**src/rtl/chacha_pkg.sv**
```systemverilog
// Shared ChaCha20 constants, state word layout and job record for the block feeder.
package chacha_pkg;

  localparam logic [31:0] SIGMA0 = 32'h61707865;
  localparam logic [31:0] SIGMA1 = 32'h3320646e;
  localparam logic [31:0] SIGMA2 = 32'h79622d32;
  localparam logic [31:0] SIGMA3 = 32'h6b206574;

  localparam int CONST0 = 0;
  localparam int KEY0   = 4;
  localparam int CTR    = 12;
  localparam int NONCE0 = 13;

  typedef struct packed {
    logic [255:0] key;
    logic [95:0]  nonce;
    logic [31:0]  ctr;
  } job_t;

  // Word i of the 512-bit state lives at [511-32i -: 32].
  function automatic logic [511:0] init_state(input job_t j, input logic [31:0] ctr);
    logic [511:0] st;
    st = '0;
    st[511-32*(CONST0+0) -: 32] = SIGMA0;
    st[511-32*(CONST0+1) -: 32] = SIGMA1;
    st[511-32*(CONST0+2) -: 32] = SIGMA2;
    st[511-32*(CONST0+3) -: 32] = SIGMA3;
    for (int k = 0; k < 8; k++) st[511-32*(KEY0+k) -: 32] = j.key[255-32*k -: 32];
    st[511-32*CTR -: 32] = ctr;
    for (int n = 0; n < 3; n++) st[511-32*(NONCE0+n) -: 32] = j.nonce[95-32*n -: 32];
    return st;
  endfunction

endpackage

```
**src/rtl/chacha_tag_delay.sv**
```systemverilog
// Fixed-depth shift register carrying the {valid, last, idx} sideband alongside the core.
module chacha_tag_delay
  import chacha_pkg::*;
#(
  parameter int DEPTH = 12,
  parameter int W     = 18
) (
  input  logic         clk,
  input  logic         clr,
  input  logic [W-1:0] din,
  output logic [W-1:0] dout
);

  logic [W-1:0] pipe [DEPTH];

  always_ff @(posedge clk) begin
    if (clr) begin
      for (int i = 0; i < DEPTH; i++) pipe[i] <= '0;
    end else begin
      pipe[0] <= din;
      for (int i = 1; i < DEPTH; i++) pipe[i] <= pipe[i-1];
    end
  end

  assign dout = pipe[DEPTH-1];

endmodule

```
**src/rtl/chacha_block_feeder.sv**
```systemverilog
// Expands one keystream job into per-block ChaCha20 initial states under credit flow control.
// Optional counter-wrap truncation and error flag: CHACHA_CTR_WRAP_CHK_EN.
module chacha_block_feeder
  import chacha_pkg::*;
#(
  parameter int PIPE_LAT = 12,
  parameter int CNT_W    = 16,
  parameter int CREDITS  = 16
) (
  input  logic             clk,
  input  logic             rst,
  input  logic             job_valid,
  output logic             job_ready,
  input  logic [255:0]     job_key,
  input  logic [95:0]      job_nonce,
  input  logic [31:0]      job_ctr,
  input  logic [CNT_W-1:0] job_nblk,
  output logic [511:0]     state_in,
  output logic             ks_valid,
  output logic             ks_last,
  output logic [CNT_W-1:0] ks_idx,
  input  logic             ks_pop,
  output logic             job_err
);

  localparam int CRED_W = $clog2(CREDITS + 1);
  localparam int TAG_W  = CNT_W + 2;

  typedef enum logic {IDLE, ISSUE} fsm_t;

  fsm_t              fsm, fsm_nxt;
  job_t              job;
  logic [CNT_W-1:0]  nblk, idx, nblk_acc;
  logic [CRED_W-1:0] credit;
  logic              accept, issue, last_blk, pop_ok;
  logic [TAG_W-1:0]  tag_p0, tag_out;

  assign job_ready = (fsm == IDLE) && !rst;
  assign accept    = job_valid && job_ready;
  assign last_blk  = (idx == nblk - 1'b1);
  assign pop_ok    = ks_pop && (credit != CRED_W'(CREDITS));

`ifdef CHACHA_CTR_WRAP_CHK_EN
  // Clamp the block count so the 32-bit counter never passes 2^32-1; MSB flags truncation.
  function automatic logic [CNT_W:0] clamp_nblk(input logic [31:0] ctr, input logic [CNT_W-1:0] n);
    logic [32:0] room;
    room = 33'h1_0000_0000 - {1'b0, ctr};
    if (33'(n) > room) return {1'b1, CNT_W'(room)};
    return {1'b0, n};
  endfunction

  logic wrap, err;
  assign {wrap, nblk_acc} = clamp_nblk(job_ctr, job_nblk);

  always_ff @(posedge clk) begin
    if (rst) err <= 1'b0;
    else if (accept) err <= wrap;
  end
  assign job_err = err;
`else
  assign nblk_acc = job_nblk;
  assign job_err  = 1'b0;
`endif

  always_comb begin
    fsm_nxt = fsm;
    issue   = 1'b0;
    case (fsm)
      IDLE:  if (accept && nblk_acc != '0) fsm_nxt = ISSUE;
      ISSUE: begin
        issue = (credit != '0);
        if (issue && last_blk) fsm_nxt = IDLE;
      end
      default: fsm_nxt = IDLE;
    endcase
  end

  always_ff @(posedge clk) begin
    if (accept) begin
      job  <= '{key: job_key, nonce: job_nonce, ctr: job_ctr};
      nblk <= nblk_acc;
    end
  end

  // Stage p0: issued state and its tag, registered together.
  always_ff @(posedge clk) begin
    if (rst) begin
      fsm      <= IDLE;
      credit   <= CRED_W'(CREDITS);
      idx      <= '0;
      state_in <= '0;
      tag_p0   <= '0;
    end else begin
      fsm <= fsm_nxt;
      if (accept) idx <= '0;
      else if (issue) idx <= idx + 1'b1;
      if (issue && !ks_pop) credit <= credit - 1'b1;
      else if (!issue && pop_ok) credit <= credit + 1'b1;
      if (issue) state_in <= init_state(job, job.ctr + 32'(idx));
      tag_p0 <= issue ? {1'b1, last_blk, idx} : '0;
    end
  end

  chacha_tag_delay #(.DEPTH(PIPE_LAT), .W(TAG_W)) u_tag_delay (
    .clk  (clk),
    .clr  (rst),
    .din  (tag_p0),
    .dout (tag_out)
  );

  assign {ks_valid, ks_last, ks_idx} = tag_out;

endmodule
```
**config.mk**
```make
export PLATFORM = sky130hd
export DESIGN_NAME = chacha_block_feeder
export DESIGN_NICKNAME = d
export VERILOG_FILES = /design/src/rtl/chacha_pkg.sv /design/src/rtl/chacha_tag_delay.sv /design/src/rtl/chacha_block_feeder.sv
export SDC_FILE = /design/constraint.sdc
export NUM_CORES = 1
export LEC_CHECK = 0
export ABC_AREA = 1
export BUFFER_PORTS_ARGS = -buffer_cell sky130_fd_sc_hd__buf_2
export CAP_MARGIN = 20
export CORE_AREA = 2 2 365 367
export CTS_CLUSTER_DIAMETER = 30
export CTS_CLUSTER_SIZE = 28
export DETAILED_ROUTE_END_ITERATION = 10
export DIE_AREA = 0 0 367 369
export HOLD_SLACK_MARGIN = 0.08
export PLACE_DENSITY = 0.51
export SLEW_MARGIN = 20
export SYNTH_ARGS = -nofsm -noshare
export SYNTH_HDL_FRONTEND = slang
export SYNTH_SLANG_ARGS = --single-unit
export TNS_END_PERCENT = 100
```
**constraint.sdc**
```tcl
create_clock -name clk -period 39.5 [get_ports clk]
set_input_delay 7.9 -clock clk [delete_from_list [all_inputs] [get_ports clk]]
set_output_delay 7.9 -clock clk [all_outputs]
set_load 0.01 [all_outputs]
```
-- Word level (Yosys, flattened, before mapping)
Memory sizes are Yosys's and may differ from the RTL's.
Index checks and enable logic that the tools add are counted.
- add/subtract/negate cells: 5
- equality and inequality tests: 2
- muxes and demuxes: 22
- bitwise logic cells: 14
- reductions and logical operators: 15
- operators by type and width (operator ; count):
    $mux 18 ; 13
    $add 32x16->32 ; 1
    $add 16x1->16 const B ; 1
    $eq 16x16->1 ; 1
    $reduce_bool 16->1 ; 1
    $sub 16x1->16 const B ; 1
    $or 1x1->1 ; 12
    $mux 5 ; 2
    $logic_and 1x1->1 ; 7
    $mux 1 ; 6
    $add 5x1->5 const B ; 1
    $ne 5x5->1 const B ; 1
    $reduce_bool 5->1 ; 1
    $sub 5x1->5 const B ; 1
    $reduce_or 2->1 ; 2
    $logic_not 1->1 ; 3
    $not 1->1 ; 2
    $pmux 1 s2 ; 1
    $reduce_bool 2->1 ; 1
- register bits: 825
- memory bits (writable): 216
- input bits: 404
- output and inout bits: 532
- word-level logic and storage cells: 69
- memories kept: 1
- memories (memory ; words ; width ; rd ports ; clocked after Yosys merged registers in ; wr ports ; line ; text):
    u_tag_delay.pipe ; 12 ; 18 ; 12 ; 0 ; 12 ; chacha_tag_delay.sv:14 ; logic [W-1:0] pipe [DEPTH];

-- Longest topological paths before layout
- depth in word-level cells: 6
- depth in mapped cells: 15
- depth with buffers taken out: 15

-- By module
A second synthesis with hierarchy kept.
- cell total of the unflattened synthesis: 3529
- area total of the unflattened synthesis: 36248.5 µm²
- modules (own cells, without submodules) (module ; instances ; cells each ; area an instance (µm²) ; seq. area each (µm²)):
    chacha_block_feeder ; 1 ; 2839 ; 29947.5 ; 20519.7
    chacha_tag_delay ; 1 ; 690 ; 6301.0 ; 4324.1

-- Worst setup path after synthesis
OpenSTA, ideal clock, no wires.
- path kind: input port to flip-flop
- from: input port rst
- to: register idx[13]
- library setup time: 0.123 ns
- arrival time: 40.360 ns
- required time: 39.377 ns
- setup slack: -0.983 ns
- cell stages on the path: 6
- path buffers: 2
- cells stage by stage: buf_2 > nor3b_1 > nor2_1 > inv_1 > buf_2 > nor3_1
- longest elaborated chain between the ends: 4
- RTL lines (what ; line ; text):
    from (decl) ; chacha_block_feeder.sv:11 ; input logic rst,
    $logic_not 1->1 ; chacha_block_feeder.sv:38 ; assign job_ready = (fsm == IDLE) && !rst;
    $logic_and 1x1->1 ; chacha_block_feeder.sv:38 ;
    $logic_and 1x1->1 ; chacha_block_feeder.sv:39 ; assign accept = job_valid && job_ready;
    via accept ; chacha_block_feeder.sv:35 ; logic accept, issue, last_blk, pop_ok;
    $reduce_or 2->1 (no line) ; - ;
    to (signal assigned) ; chacha_block_feeder.sv:96 ; else if (issue) idx <= idx + 1'b1;
    to (decl) ; chacha_block_feeder.sv:33 ; logic [CNT_W-1:0] nblk, idx, nblk_acc;
The timed path passes the listed nets, and every way through them passes these cells.
A chain may end at the register's enable or synchronous reset.

-- Final worst setup path
- from: input port rst
- to: output port job_ready
- longest elaborated chain between the ends: 2
- RTL lines (what ; line ; text):
    $logic_not 1->1 ; chacha_block_feeder.sv:38 ;
    $logic_and 1x1->1 ; chacha_block_feeder.sv:38 ;
    to (decl) ; chacha_block_feeder.sv:13 ; output logic job_ready,
No other way between the ends.

==> summary.txt <==
kind of critical path: primary input to primary output
DP Worst Slack: 23.09 ns
post-CTS repair timing setup buffer count: 0
maximum frequency from static timing analysis: 0.06105 GHz
warnings from Yosys: 0
classification of the worst-slack hold path: flip-flop to flip-flop
number of antenna violations at the first check in global routing: 47
endpoints failing hold: 0
average wire per standard cell: 16.49 um
clock tree from TritonCTS: built
clock insertion delay at the later pin of the skew report: 0.83 ns
sequential cell area fraction in the yosys report: 68.74%
Inserted Clock Buffers: 228
count of port buffers added during placement: 862
result of the run: finished, final reports clean
reg2reg path depth: 6
library cells used by synthesis: 46
unrepaired setup endpoints after global routing: false
adder-cell area share of the yosys netlist: 0.8378%
number of clock sinks: 1041
fraction of layout instances using a drive strength above 1: 29.18%
synthesized-area fraction occupied by ao, oa, aoi and oai cells: 6.575%
post-synthesis mux area share: 0%
TritonRoute pass-1 iters: 5
Pwr per Cell Area: 67.98 mW/mm^2
Hold Crit Start: u_tag_delay.pipe[4][30]
transition time at the pin with the least slew margin: 1.086 ns
Routability Congestion: 0.8242
area of combinational cells with multiple inputs: 0.008512 mm^2
leakage power summed over all cells: 20.97 nW
area added between synthesis and finish: 37.20%
die footprint: 0.1354 mm^2
die outline width: 367 um
filler instances: 13173
count of final max-slew check failures: 0
DR iter-0 viols: 1558
worst-case headroom to the max-slew limit: 27.58%
sequential cell area: 0.02485 mm^2
via/cell ratio: 4.064
largest family of logic cells by synthesized area: simple AND/OR/NAND/NOR gates
worst setup slack after layout: 23.12 ns
share of the core filled with cells: 37.81%
root buf cell: clkbuf_16
sum of negative setup slack: 0 ns
H-Tree Depth: 4
Worst-path clk slew: 0.05 ns
worst flop-to-flop path startpoint: fsm
gate count after technology mapping: 3501
hold slack: 0.3796 ns
Worst setup EP type: primary output
synthesized-area fraction occupied by and/or/nand/nor cells: 14.54%
wire length of the first global-routing pass: 154.7 mm
Max Cap Viol: 0
starting utilization of the core area: 27.56%
Syn Std Cell Area: 0.03614 mm^2
# setup viols final: 0
Resized cells post-CTS: 0
clock period minus worst slack: 16.38 ns
number of design rule violations left after detail routing: 0
XOR/XNOR share of the synthesized area: 0.7755%
Async SR Flop Fraction: 0%
arrival time reported for the critical path endpoint: 8.48 ns
startpoint type of the worst setup path: primary input
overall global routing resource usage: 15.07%
total wire length: 104.9 mm
net count of the finished layout: 4813
die height: 369 um
Post-CTS Hold Buffers: 0
clock tree buffer depth: 3
count of vias placed by the detailed router: 25850
data required time at the worst endpoint: 31.60 ns
fin crit share: 41.47%
post-detailed-route count of antenna-violating nets: 0
number of global-route vias before repair: 25147
detailed placer's ending HPWL: 71.50 mm
skew final: 0.06596 ns
dominant synthesized flop cell: dfxtp_1
peak supply drop: 0.06020 mV
Core Region: 0.1311 mm^2
critical path peak fanout: 48
global route overflow: 0
num rows: 133
Post-synth EDFFs: 400
average cell area after synthesis: 10.32 um^2
FF-to-FF End: job[174]
number of flip-flops and latches in the synthesized netlist: 1041
pin count of the biggest net entering global routing: 164
worst setup path start: rst
count of pins on the block boundary: 936
Worst Setup EP: job_ready
reg-to-reg setup timing slack: 34.95 ns
post-layout total power: 3.371 mW
## flip-flops by register name, summed over array words and instances, names as in the netlist
signal	flops
credit	5
fsm	1
idx	16
job	384
nblk	16
state_in	385
tag_p0	18
u_tag_delay.pipe	216
## worst max-delay path, stage by stage
cell    delay (ns)
buf_6         0.34
nor2_1        0.08
buf_2         0.16
## kinds of logic after synthesis
kind of cell,Yosys count
compound gates,460
xor+xnor,32
fa+ha+maj,23
buf+inv,628
flops,1041
other cells,1
simple gates,1316
## worst min path at each step
stage	slack, ns	cells after the start	end
finish	0.38	2	u_tag_delay.pipe[5][12]
detailed placement	0.39	2	u_tag_delay.pipe[5][31]
floorplan	0.39	2	u_tag_delay.pipe[0][0]
CTS	0.39	2	u_tag_delay.pipe[5][12]
global route	0.40	2	u_tag_delay.pipe[5][12]
global placement	0.39	2	u_tag_delay.pipe[4][4]
## cell usage after synthesis (4+ instances only)
master	count	share of area, %
inv_2	8	0.083
ha_1	21	0.73
a21oi_2	6	0.15
nor3_1	9	0.12
nand4_1	14	0.24
a21oi_1	41	0.57
nor2_4	5	0.16
nand3_1	54	0.75
o21ai_0	290	4.0
nand3b_1	4	0.083
buf_4	165	3.4
nor2_1	1009	10
buf_6	4	0.12
o21ai_1	106	1.5
inv_1	319	3.3
dfxtp_1	641	36
clkbuf_1	70	0.73
nor2_2	6	0.10
nor4_1	4	0.069
nand2_2	10	0.17
edfxtp_1	400	33
nand3_2	6	0.17
buf_2	58	0.80
xor2_1	21	0.51
xnor2_1	11	0.27
nand2_1	185	1.9
## cell usage in the layout, fill, tap and decap left out, drive strengths merged, types with 4 or more instances in the layout
cell,instances
xnor2,11
nand2,195
conb,73
bufinv,29
nand3b,4
edfxtp,400
nand3,60
o21ai,398
inv,350
ha,21
dfxtp,641
xor2,21
clkinv,75
clkinvlp,25
a21oi,47
diode,17
nor2,1020
nor3,12
nor4,5
buf,883
clkbuf,282
nand4,15
## routing by layer
| layer | part of all wire (%) | wire length (um) | global-route usage, % |
|---|---|---|---|
| met5 | 0.20 | 207 | 0 |
| met4 | 3.5 | 3639 | 7.093 |
| met1 | 42 | 43600 | 18.08 |
| met3 | 7.1 | 7418 | 5.287 |
| met2 | 48 | 50040 | 24.13 |
## power breakdown
group / leakage [nW] / switching [mW] / internal [mW]
Clock: 3.96 / 0.638 / 1.32
Combinational: 8.05 / 0.134 / 0.0730
Sequential: 8.95 / 0.0268 / 1.18
## area by class of cell
class	count	area share, %
clock inverters	151	3.982
inverters	328	2.513
diodes	17	0.08580
flip-flops and latches	1041	50.11
multi-input cells	1904	17.17
well taps	1755	4.429
repair buffers	883	9.082
clock buffers	282	12.63
## metrics by stage
step / cell area (um^2) / instances
final: 49580 / 6361
after CTS: 49540 / 6344
after floorplan: 36410 / 3573
after detailed placement: 41300 / 5911
after global placement: 41300 / 5911
after global routing: 49580 / 6358
Note: power is estimated with default switching activity, not from simulation.
